**src/rtl/hazard_stall_controller_pkg.sv**
```systemverilog
// Shared types and constants for the ID-stage hazard/stall controller.
// Used by hazard_match and hazard_stall_controller.
package hazard_stall_controller_pkg;

    typedef enum logic {
        IDLE = 1'b0,
        HOLD = 1'b1
    } state_e;

    localparam logic [4:0] XZR       = 5'd31;
    localparam logic [1:0] N_BR_EX   = 2'd2;
    localparam logic [1:0] N_BR_MEM  = 2'd1;
    localparam logic [1:0] N_LOADUSE = 2'd1;

    function automatic logic [31:0] sat_inc(input logic [31:0] value);
        return (value == 32'hFFFF_FFFF) ? value : value + 32'd1;
    endfunction

endpackage

```
**src/rtl/hazard_stall_controller_hazard_match.sv**
```systemverilog
// Combinational hazard comparator: returns the stall length N (0..2)
// required by the instruction in ID against the EX and MEM producers.
module hazard_match
    import hazard_stall_controller_pkg::*;
#(
    parameter logic [4:0] XZR = hazard_stall_controller_pkg::XZR
) (
    input  logic [4:0] id_rn,
    input  logic [4:0] id_rm2,
    input  logic       id_uses_rn,
    input  logic       id_uses_rm2,
    input  logic       id_branch_rn,
    input  logic [4:0] id_ex_rd,
    input  logic       id_ex_regwrite,
    input  logic       id_ex_memread,
    input  logic [4:0] ex_mem_rd,
    input  logic       ex_mem_regwrite,
    output logic [1:0] n_req
);

    // The zero register is a constant source, never a real dependency.
    function automatic logic reg_match(input logic       wen,
                                       input logic [4:0] rd,
                                       input logic [4:0] rs);
        return wen && (rd == rs) && (rs != XZR);
    endfunction

    logic ex_rn;
    logic ex_rm2;
    logic mem_rn;
    logic load_use;

    assign ex_rn    = reg_match(id_ex_regwrite, id_ex_rd, id_rn);
    assign ex_rm2   = reg_match(id_ex_regwrite, id_ex_rd, id_rm2);
    assign mem_rn   = reg_match(ex_mem_regwrite, ex_mem_rd, id_rn);
    assign load_use = id_ex_memread && ((id_uses_rn && ex_rn) || (id_uses_rm2 && ex_rm2));

    // NOTE: n_req gets a default before any conditional write so no latch is inferred.
    always_comb begin
        n_req = 2'd0;
        if (load_use && (N_LOADUSE > n_req)) n_req = N_LOADUSE;
        if (id_branch_rn && mem_rn && (N_BR_MEM > n_req)) n_req = N_BR_MEM;
        if (id_branch_rn && ex_rn && (N_BR_EX > n_req)) n_req = N_BR_EX;
    end

endmodule

```
**src/rtl/hazard_stall_controller.sv**
```systemverilog
// Stall/flush sequencer for the ID stage: combinational stall in IDLE, a
// HOLD state with down-counter for multi-cycle branch-operand stalls.
// Optional perf counters are enabled by defining HAZARD_PERF_CNT_EN.
module hazard_stall_controller
    import hazard_stall_controller_pkg::*;
#(
    parameter logic [4:0] XZR = hazard_stall_controller_pkg::XZR
) (
    input  logic        clock,
    input  logic        reset,
    input  logic [4:0]  id_rn,
    input  logic [4:0]  id_rm2,
    input  logic        id_uses_rn,
    input  logic        id_uses_rm2,
    input  logic        id_branch_rn,
    input  logic [4:0]  id_ex_rd,
    input  logic        id_ex_regwrite,
    input  logic        id_ex_memread,
    input  logic [4:0]  ex_mem_rd,
    input  logic        ex_mem_regwrite,
    input  logic        branch_taken,
    output logic        stall,
    output logic        pc_write,
    output logic        if_id_write,
    output logic        if_id_flush,
    output logic        busy,
    output logic [31:0] stall_cycles,
    output logic [31:0] flush_count
);

    logic [1:0] n_req;
    state_e     state;
    logic [1:0] cnt;

    hazard_match #(.XZR(XZR)) u_match (
        .id_rn           (id_rn),
        .id_rm2          (id_rm2),
        .id_uses_rn      (id_uses_rn),
        .id_uses_rm2     (id_uses_rm2),
        .id_branch_rn    (id_branch_rn),
        .id_ex_rd        (id_ex_rd),
        .id_ex_regwrite  (id_ex_regwrite),
        .id_ex_memread   (id_ex_memread),
        .ex_mem_rd       (ex_mem_rd),
        .ex_mem_regwrite (ex_mem_regwrite),
        .n_req           (n_req)
    );

    // The IDLE cycle supplies the first stall; HOLD covers the remaining N-1.
    // NOTE: state is updated with non-blocking assignments so every flop samples pre-edge values.
    always_ff @(posedge clock or posedge reset) begin
        if (reset) begin
            state <= IDLE;
            cnt   <= 2'd0;
        end else begin
            case (state)
                IDLE: begin
                    if (n_req > 2'd1) begin
                        cnt   <= n_req - 2'd1;
                        state <= HOLD;
                    end
                end
                HOLD: begin
                    cnt <= cnt - 2'd1;
                    if (cnt <= 2'd1) state <= IDLE;
                end
                default: state <= IDLE;
            endcase
        end
    end

    // Reset forces the pipeline-enable view regardless of hazard inputs.
    always_comb begin
        stall       = 1'b0;
        busy        = 1'b0;
        if_id_flush = 1'b0;
        if (!reset) begin
            stall       = (state == HOLD) || (n_req != 2'd0);
            busy        = (state == HOLD);
            if_id_flush = branch_taken && !stall;
        end
        pc_write    = !stall;
        if_id_write = !stall;
    end

`ifdef HAZARD_PERF_CNT_EN
    logic [31:0] stall_cnt_q;
    logic [31:0] flush_cnt_q;

    always_ff @(posedge clock or posedge reset) begin
        if (reset) begin
            stall_cnt_q <= 32'd0;
            flush_cnt_q <= 32'd0;
        end else begin
            if (stall)       stall_cnt_q <= sat_inc(stall_cnt_q);
            if (if_id_flush) flush_cnt_q <= sat_inc(flush_cnt_q);
        end
    end

    assign stall_cycles = stall_cnt_q;
    assign flush_count  = flush_cnt_q;
`else
    assign stall_cycles = 32'd0;
    assign flush_count  = 32'd0;
`endif

endmodule

```
**config.mk**
```make
export PLATFORM = sky130hd
export DESIGN_NAME = hazard_stall_controller
export DESIGN_NICKNAME = d
export VERILOG_FILES = /design/src/rtl/hazard_stall_controller_pkg.sv /design/src/rtl/hazard_stall_controller_hazard_match.sv /design/src/rtl/hazard_stall_controller.sv
export SDC_FILE = /design/constraint.sdc
export NUM_CORES = 1
export LEC_CHECK = 0
export CORE_AREA = 10 10 53 97
export CTS_BUF_LIST = sky130_fd_sc_hd__clkbuf_4 sky130_fd_sc_hd__clkbuf_8
export DETAILED_ROUTE_END_ITERATION = 7
export DIE_AREA = 0 0 63 107
export PLACE_DENSITY = 0.84
export SLEW_MARGIN = 10
export SYNTH_ARGS = -nofsm -noshare
export SYNTH_HDL_FRONTEND = slang
export SYNTH_SLANG_ARGS = --single-unit
```
**constraint.sdc**
```tcl
create_clock -name clock -period 1.5 [get_ports clock]
set_input_delay 0.375 -clock clock [delete_from_list [all_inputs] [get_ports clock]]
set_output_delay 0.375 -clock clock [all_outputs]
set_load 0.02 [all_outputs]
```
==> Implementation_results.wiki, run 1 <==
{| class="wikitable"
! Metric !! Value
|-
| Outcome || complete, but fails checks
|-
| Worst hold slack after final layout || 0.539 ns
|-
| Final count of negative-setup-slack endpoints || 4
|-
| Post-layout nets || 190
|-
| Average cell area after synthesis || 7.90 um^2
|-
| TritonCTS clock tree || yes
|-
| Proportion of netlist area held by the largest area contributor || 0.542
|-
| Crit Path Category || input pin to primary output
|-
| Synth Cell Area || 901 um^2
|-
| Residual overflow from global routing || 0
|-
| Post-layout util || 0.352
|-
| Achievable frequency || 525 MHz
|-
| Crit path largest cell delay || 0.29 ns
|-
| Power consumption || 0.000776 W
|-
| Signed area change from the synthesized netlist to the final layout || 41.0%
|-
| TritonCTS buffer count || 3
|-
| Leakage power total || 0.655 nW
|-
| CP Launch Type || input pin
|-
| P per Cell Area || 611 nW/um^2
|-
| Clock transition at the registers of the reported paths || 0.03 ns
|-
| Worst Reg-to-Reg Cells || 2
|-
| Global-route wire length before repair || 4.09 mm
|-
| Data required time at the worst endpoint || 1.12 ns
|-
| Cell type contributing the most total cell area after synthesis || sky130_fd_sc_hd__buf_4
|-
| Sequence of cells on the critical path || buf_8 > xor2_2 > nor4_2 > a41o_1 > buf_4 > nor4_4 > buf_4
|-
| Crit-path max FO || 3
|-
| Per-cell routed wire length || 13.1 um
|-
| Maximum buffer depth of the clock tree || 2
|-
| IO buf count || 33
|-
| Dominant synthesized flop cell || sky130_fd_sc_hd__dfrtp_1
|-
| Via-per-instance ratio || 3.49
|-
| Library cells used by synthesis || 24
|-
| Top-count cell post-synth || sky130_fd_sc_hd__buf_4
|-
| Kind of end point of the critical path || primary output
|-
| Worst skew pair latency || 0.21 ns
|-
| DRC errors left || 0
|-
| I/O pin count || 98
|-
| Largest clock skew in the final design || 0.00140 ns
|-
| Final Instance Area || 1270 um^2
|-
| Placeable core region || 3610 um^2
|-
| Critical Path AT || 1.53 ns
|-
| Number of antenna-violating nets in the routed design || 0
|-
| Die Outline Area || 6740 um^2
|-
| Clock period minus final worst setup slack || 1.90 ns
|-
| Total Routing Usage GR || 0.0735
|-
| Master cell of the clock root buffer || sky130_fd_sc_hd__clkbuf_8
|-
| End of the worst register-to-register path || cnt[1]$_DFFE_PP0P_
|-
| Die width || 63 um
|-
| Diodes inserted || 0
|-
| Sequential fraction of the synthesis area || 0.0833
|-
| Share of cells above drive strength 1 || 0.384
|-
| Maxcap violations || 0
|-
| Failing checks || negative setup slack
|-
| Drt first pass iters || 4
|-
| Cell types with the highest counts after synthesis || sky130_fd_sc_hd__buf_4, sky130_fd_sc_hd__xor2_1, sky130_fd_sc_hd__a21oi_1, sky130_fd_sc_hd__dfrtp_1, sky130_fd_sc_hd__xnor2_1
|-
| Number of pins exceeding their max-slew limit in the final report || 0
|-
| Die height || 107 um
|-
| Drt initial violations || 3
|-
| Synth warn || 0
|-
| Post-synthesis async set-or-reset flop share || 1.00
|-
| Leading cell types by total area after synthesis || sky130_fd_sc_hd__buf_4, sky130_fd_sc_hd__xor2_1, sky130_fd_sc_hd__dfrtp_1
|-
| Number of enable-type register cells in the synthesized netlist || 0
|-
| Vias in the first global route || 947
|-
| Hpwl dp || 2.44 mm
|-
| Pin count of the biggest net entering global routing || 6
|-
| Most numerous cell on the critical path || sky130_fd_sc_hd__buf_4
|-
| Final hold vios || 0
|-
| Initial antenna violation count || 0
|-
| Via Count || 725
|-
| Global placement routability congestion || 0.753
|-
| Setup repair after global routing missed its margin || yes
|-
| Synthesized instance count || 114
|-
| Hold-fix buffers, CTS || 0
|-
| Maximum vdd ir drop || 0.207 mV
|-
| Starting Density || 0.250
|-
| Placed Instance Area || 1120 um^2
|-
| Clock sink count || 3
|-
| Setup slack of the worst register-to-register path || 0.48 ns
|-
| Worst r2r src || cnt[0]$_DFFE_PP0P_
|-
| Final worst-path cycle share || 1.27
|-
| Detailed Route WL || 2.73 mm
|-
| Worst hold path type || input pin to async pin
|-
| Setup tns final || -1.57 ns
|-
| Standard cell with the maximum stage delay on the critical path || sky130_fd_sc_hd__nor4_2
|-
| H-tree levels || 1
|-
| Synthesized flop and latch total || 3
|-
| Floorplan row count || 31
|-
| Minimum setup slack in the final design || -0.403 ns
|}
[cell usage in the layout, fill, tap and decap left out, types with 6 or more instances in the layout]
| cell | instances |
|---|---|
| sky130_fd_sc_hd__buf_4 | 8 |
| sky130_fd_sc_hd__conb_1 | 64 |
| sky130_fd_sc_hd__xor2_1 | 6 |
| sky130_fd_sc_hd__xor2_2 | 6 |
| sky130_fd_sc_hd__buf_2 | 10 |
| sky130_fd_sc_hd__buf_6 | 13 |
[final cells by class]
class / instances / area (um^2)
inverters: 2 / 7.51
well taps: 49 / 61.3
repair buffers: 43 / 384
clock buffers: 4 / 48.8
multi-input cells: 107 / 693
flip-flops and latches: 3 / 75.1
fillers: 379 / 2340
[power breakdown]
part	internal (W)	total, W	switching (W)
registers	0.000106	0.000123	0.0000170
logic	0.000144	0.000401	0.000256
clock network	0.000199	0.000252	0.0000528
total	0.000449	0.000776	0.000326
[timing repair]
| action | in CTS | in global routing |
|---|---|---|
| resized for setup | 125 | 28 |
| endpoints found under the setup margin | 8 | 5 |
| setup buffers | 2 | 3 |
| pin swaps | 18 | 15 |
[flip-flops by register name, summed over array words and instances (netlist names)]
signal,cells
cnt,2
state,1
[metal layers]
metal,up-vias,global-route usage,wire [um]
met3,2,0.0417,449
met1,311,0.0726,1030
met5,-,0,0
met4,0,0.0434,29
met2,84,0.118,1220
li1,328,-,-
[worst max-delay path by stage]
stage                      startpoint          end  slack, ns
after floorplan           id_ex_rd[1]     pc_write      -0.23
after global placement       id_rn[0]        stall      -1.29
after detailed placement     id_rn[0]        stall      -1.28
after CTS                 id_ex_rd[2]        stall      -0.42
after global routing        id_rm2[1]  if_id_flush      -0.47
final                       id_rm2[1]  if_id_flush      -0.40
[metrics by stage]
step | std cells | worst slack [ns]
2_1_floorplan | 177 | -0.234
3_3_place_gp | 200 | -1.29
3_5_place_dp | 200 | -1.28
4_1_cts | 206 | -0.417
5_1_grt | 208 | -0.467
6_report | 208 | -0.403
[worst max-delay path: cells and delay by family]
kind,cells,cell delay [ns]
buf+inv,3,0.39
simple gates,2,0.32
compound gates,1,0.27
xor+xnor,1,0.16
[logic make-up after synthesis]
group / Yosys count / share of synthesized area
buf+inv: 67 / 0.550
simple gates: 18 / 0.132
xor+xnor: 15 / 0.146
compound gates: 9 / 0.0708
flops: 3 / 0.0833
fa+ha+maj: 1 / 0.0139
other cells: 1 / 0.00416
Power figures use the tool's default switching activity.
==> inputs of run 2 (changes only) <==
- SETUP_SLACK_MARGIN: unset -> 0.3
==> run 2 against run 1 <==
The flow still finishes with violations (negative setup slack). Die area is the same. Sequential cell count did not move. Combinational power about the same. Highest routed layer unchanged.
==> Implementation_results.wiki, run 2 (synthesis gave the netlist of run 1 again) <==
{| class="wikitable"
! Metric !! Value
|-
| Final worst-path cycle share || 1.28 (+0.0149)
|-
| Clock sink count || 3 (unchanged)
|-
| Signed area change from the synthesized netlist to the final layout || 39.4%
|-
| Total net switching power || 0.000332 W (+1.8%)
|-
| Kind of end point of the critical path || primary output
|-
| Minimum setup slack in the final design || -0.425 ns (-0.0223 ns)
|-
| Leakage power total || 0.650 nW (-0.87%)
|-
| Floorplan row count || 31 (unchanged)
|-
| Share of total power in combinational logic || 0.511 (-0.005)
|-
| P_int || 0.000448 W (-0.29%)
|-
| TritonCTS clock tree || yes
|-
| Per-cell routed wire length || 12.9 um (-2.0%)
|-
| Worst r2r src || cnt[0]$_DFFE_PP0P_
|-
| Power consumption || 0.000780 W (+0.60%)
|-
| Die Outline Area || 6740 um^2 (unchanged)
|-
| IO buf count || 33 (unchanged)
|-
| Worst skew pair latency || 0.22 ns (about the same)
|-
| Worst Reg-to-Reg Cells || 2 (unchanged)
|-
| Die height || 107 um (unchanged)
|-
| End of the worst register-to-register path || cnt[1]$_DFFE_PP0P_
|-
| Hold-fix buffers, CTS || 0 (unchanged)
|-
| Hpwl dp || 2.43 mm (-0.51%)
|-
| Worst hold slack after final layout || 0.332 ns (-0.207 ns)
|-
| Clock period minus final worst setup slack || 1.93 ns (+0.0223 ns)
|-
| Initial antenna violation count || 0 (unchanged)
|-
| Vias in the first global route || 940 (-0.74%)
|-
| Sw frac || 0.426 (+0.00514)
|-
| Clock transition at the registers of the reported paths || 0.03 ns (about the same)
|-
| Number of antenna-violating nets in the routed design || 0 (unchanged)
|-
| Maximum buffer depth of the clock tree || 2 (unchanged)
|-
| Kind of cell with the highest combined delay on the critical path || buffers and inverters
|-
| Data required time at the worst endpoint || 1.12 ns (about the same)
|-
| H-tree levels || 1 (unchanged)
|-
| Final count of negative-setup-slack endpoints || 4 (unchanged)
|-
| Final hold vios || 0 (unchanged)
|-
| Proportion of power drawn by the clock network || 0.329 (+0.004)
|-
| Worst Setup Slack post-DPL || -1.30 ns (-0.0186 ns)
|-
| Fill cell count || 390 (+2.9%)
|-
| Detailed Route WL || 2.66 mm (-2.5%)
|-
| Standard cell with the maximum stage delay on the critical path || sky130_fd_sc_hd__a41o_1
|-
| Global-route wire length before repair || 4.05 mm (-1.0%)
|-
| Sequential group share of total power || 0.160 (about the same)
|-
| Post-Place Cells || 201 (+0.50%)
|-
| CP Launch Type || input pin
|-
| Largest registers in the final layout || cnt (2), state (1)
|-
| Drt initial violations || 1 (-2)
|-
| Drt first pass iters || 2 (-2)
|-
| Share of cells above drive strength 1 || 0.367 (-0.0166)
|-
| Post-layout nets || 189 (-0.53%)
|-
| Worst hold path type || input pin to async pin
|-
| Finished Layout Cells || 207 (-0.48%)
|-
| Via Count || 723 (-0.28%)
|-
| Maximum vdd ir drop || 0.193 mV (-6.8%)
|-
| Largest Register || cnt
|-
| Commonest non-fill, non-tap cells in the layout || sky130_fd_sc_hd__conb_1, sky130_fd_sc_hd__buf_6, sky130_fd_sc_hd__xor2_1, sky130_fd_sc_hd__buf_2, sky130_fd_sc_hd__buf_4
|-
| Failing checks || negative setup slack
|-
| Pin count of the biggest net entering global routing || 6 (unchanged)
|-
| Total Routing Usage GR || 0.0740 (+0.000453)
|-
| Most numerous cell on the critical path || sky130_fd_sc_hd__buf_6
|-
| Residual overflow from global routing || 0 (unchanged)
|-
| Maxcap violations || 0 (unchanged)
|-
| Largest register FFs || 2 (unchanged)
|-
| Most common library cell in the layout ignoring fill and taps || sky130_fd_sc_hd__conb_1
|-
| Achievable frequency || 519 MHz (-1.2%)
|-
| Starting Density || 0.250 (unchanged)
|-
| Placeable core region || 3610 um^2 (unchanged)
|-
| TritonCTS buffer count || 3 (unchanged)
|-
| Global placement routability congestion || 0.760 (+1.0%)
|-
| Die width || 63 um (unchanged)
|-
| Post-layout util || 0.348 (-0.00382)
|-
| DRC errors left || 0 (unchanged)
|-
| Outcome || complete, but fails checks
|-
| Buf/Inv on CP || 4 (+1)
|-
| Sequence of cells on the critical path || buf_8 > xor2_2 > nor4_2 > a41o_1 > buf_6 > buf_6 > nor4_4 > buf_4
|-
| Setup slack of the worst register-to-register path || 0.46 ns (-0.02 ns)
|-
| Diodes inserted || 0 (unchanged)
|-
| Number of pins exceeding their max-slew limit in the final report || 0 (unchanged)
|-
| P per Cell Area || 621 nW/um^2 (+1.7%)
|-
| I/O pin count || 98 (unchanged)
|-
| Master cell of the clock root buffer || sky130_fd_sc_hd__clkbuf_8
|-
| Crit-path max FO || 3 (unchanged)
|-
| Largest clock skew in the final design || 0.00162 ns (+0.000221 ns)
|-
| Critical Path AT || 1.55 ns (+0.02 ns)
|-
| Via-per-instance ratio || 3.49 (+0.21%)
|-
| Crit Path Category || input pin to primary output
|-
| Setup repair after global routing missed its margin || yes
|-
| Crit path largest cell delay || 0.26 ns (-0.03 ns)
|}
[run 2: worst min-delay path: cells and delay by family]
family	cells	cell delay, ns
buffers and inverters	3	0.51
[run 2: stage by stage]
step                cell area (um^2)  setup TNS, ns
floorplan                       1170         -0.589
global placement                1120          -6.30
detailed placement              1120          -6.55
CTS                             1210          -1.63
global route                    1260          -1.92
finish                          1260          -1.57
[run 2: how the worst max path moves through the flow]
stage | startpoint | cells past startpoint | slack [ns] | to
final | id_ex_rd[3] | 8 | -0.43 | if_id_flush
after global routing | id_ex_rd[3] | 8 | -0.52 | if_id_flush
after CTS | id_ex_rd[3] | 8 | -0.44 | if_id_flush
after detailed placement | id_rn[0] | 6 | -1.30 | stall
after global placement | id_rn[0] | 6 | -1.25 | stall
after floorplan | id_ex_rd[1] | 5 | -0.23 | pc_write
[run 2: repair_timing]
item,CTS,global route
buffers inserted,1,1
pin swaps,20,8
resized for setup,147,7
endpoints found under the setup margin,8,8
endpoints found under the hold margin,0,0
[run 2: layout make-up]
type	instances	area [um^2]	share of cell area
Inverter	2	7.51	0.00598
Tap cell	49	61.3	0.0488
Clock buffer	4	48.8	0.0388
Sequential cell	3	76.3	0.0608
Multi-Input combinational cell	107	677	0.539
Timing Repair Buffer	42	385	0.307
[run 2: power by group through the flow]
stage / clock [W] / combinational, W / sequential (W)
final: 0.000257 / 0.000399 / 0.000125
after global routing: 0.000269 / 0.000446 / 0.000129
after CTS: 0.000265 / 0.000371 / 0.000125
after detailed placement: 0 / 0.000370 / 0.000126
after global placement: 0 / 0.000358 / 0.000121
after floorplan: 0 / 0.000375 / 0.000119
[run 2: metal layers]
metal / vias to the layer above / GRT usage / part of all wire
met2: 85 / 0.116 / 0.43
met4: 0 / 0.0434 / 0.014
met3: 4 / 0.0490 / 0.17
met1: 304 / 0.0709 / 0.38
met5: - / 0 / 0
li1: 330 / - / -
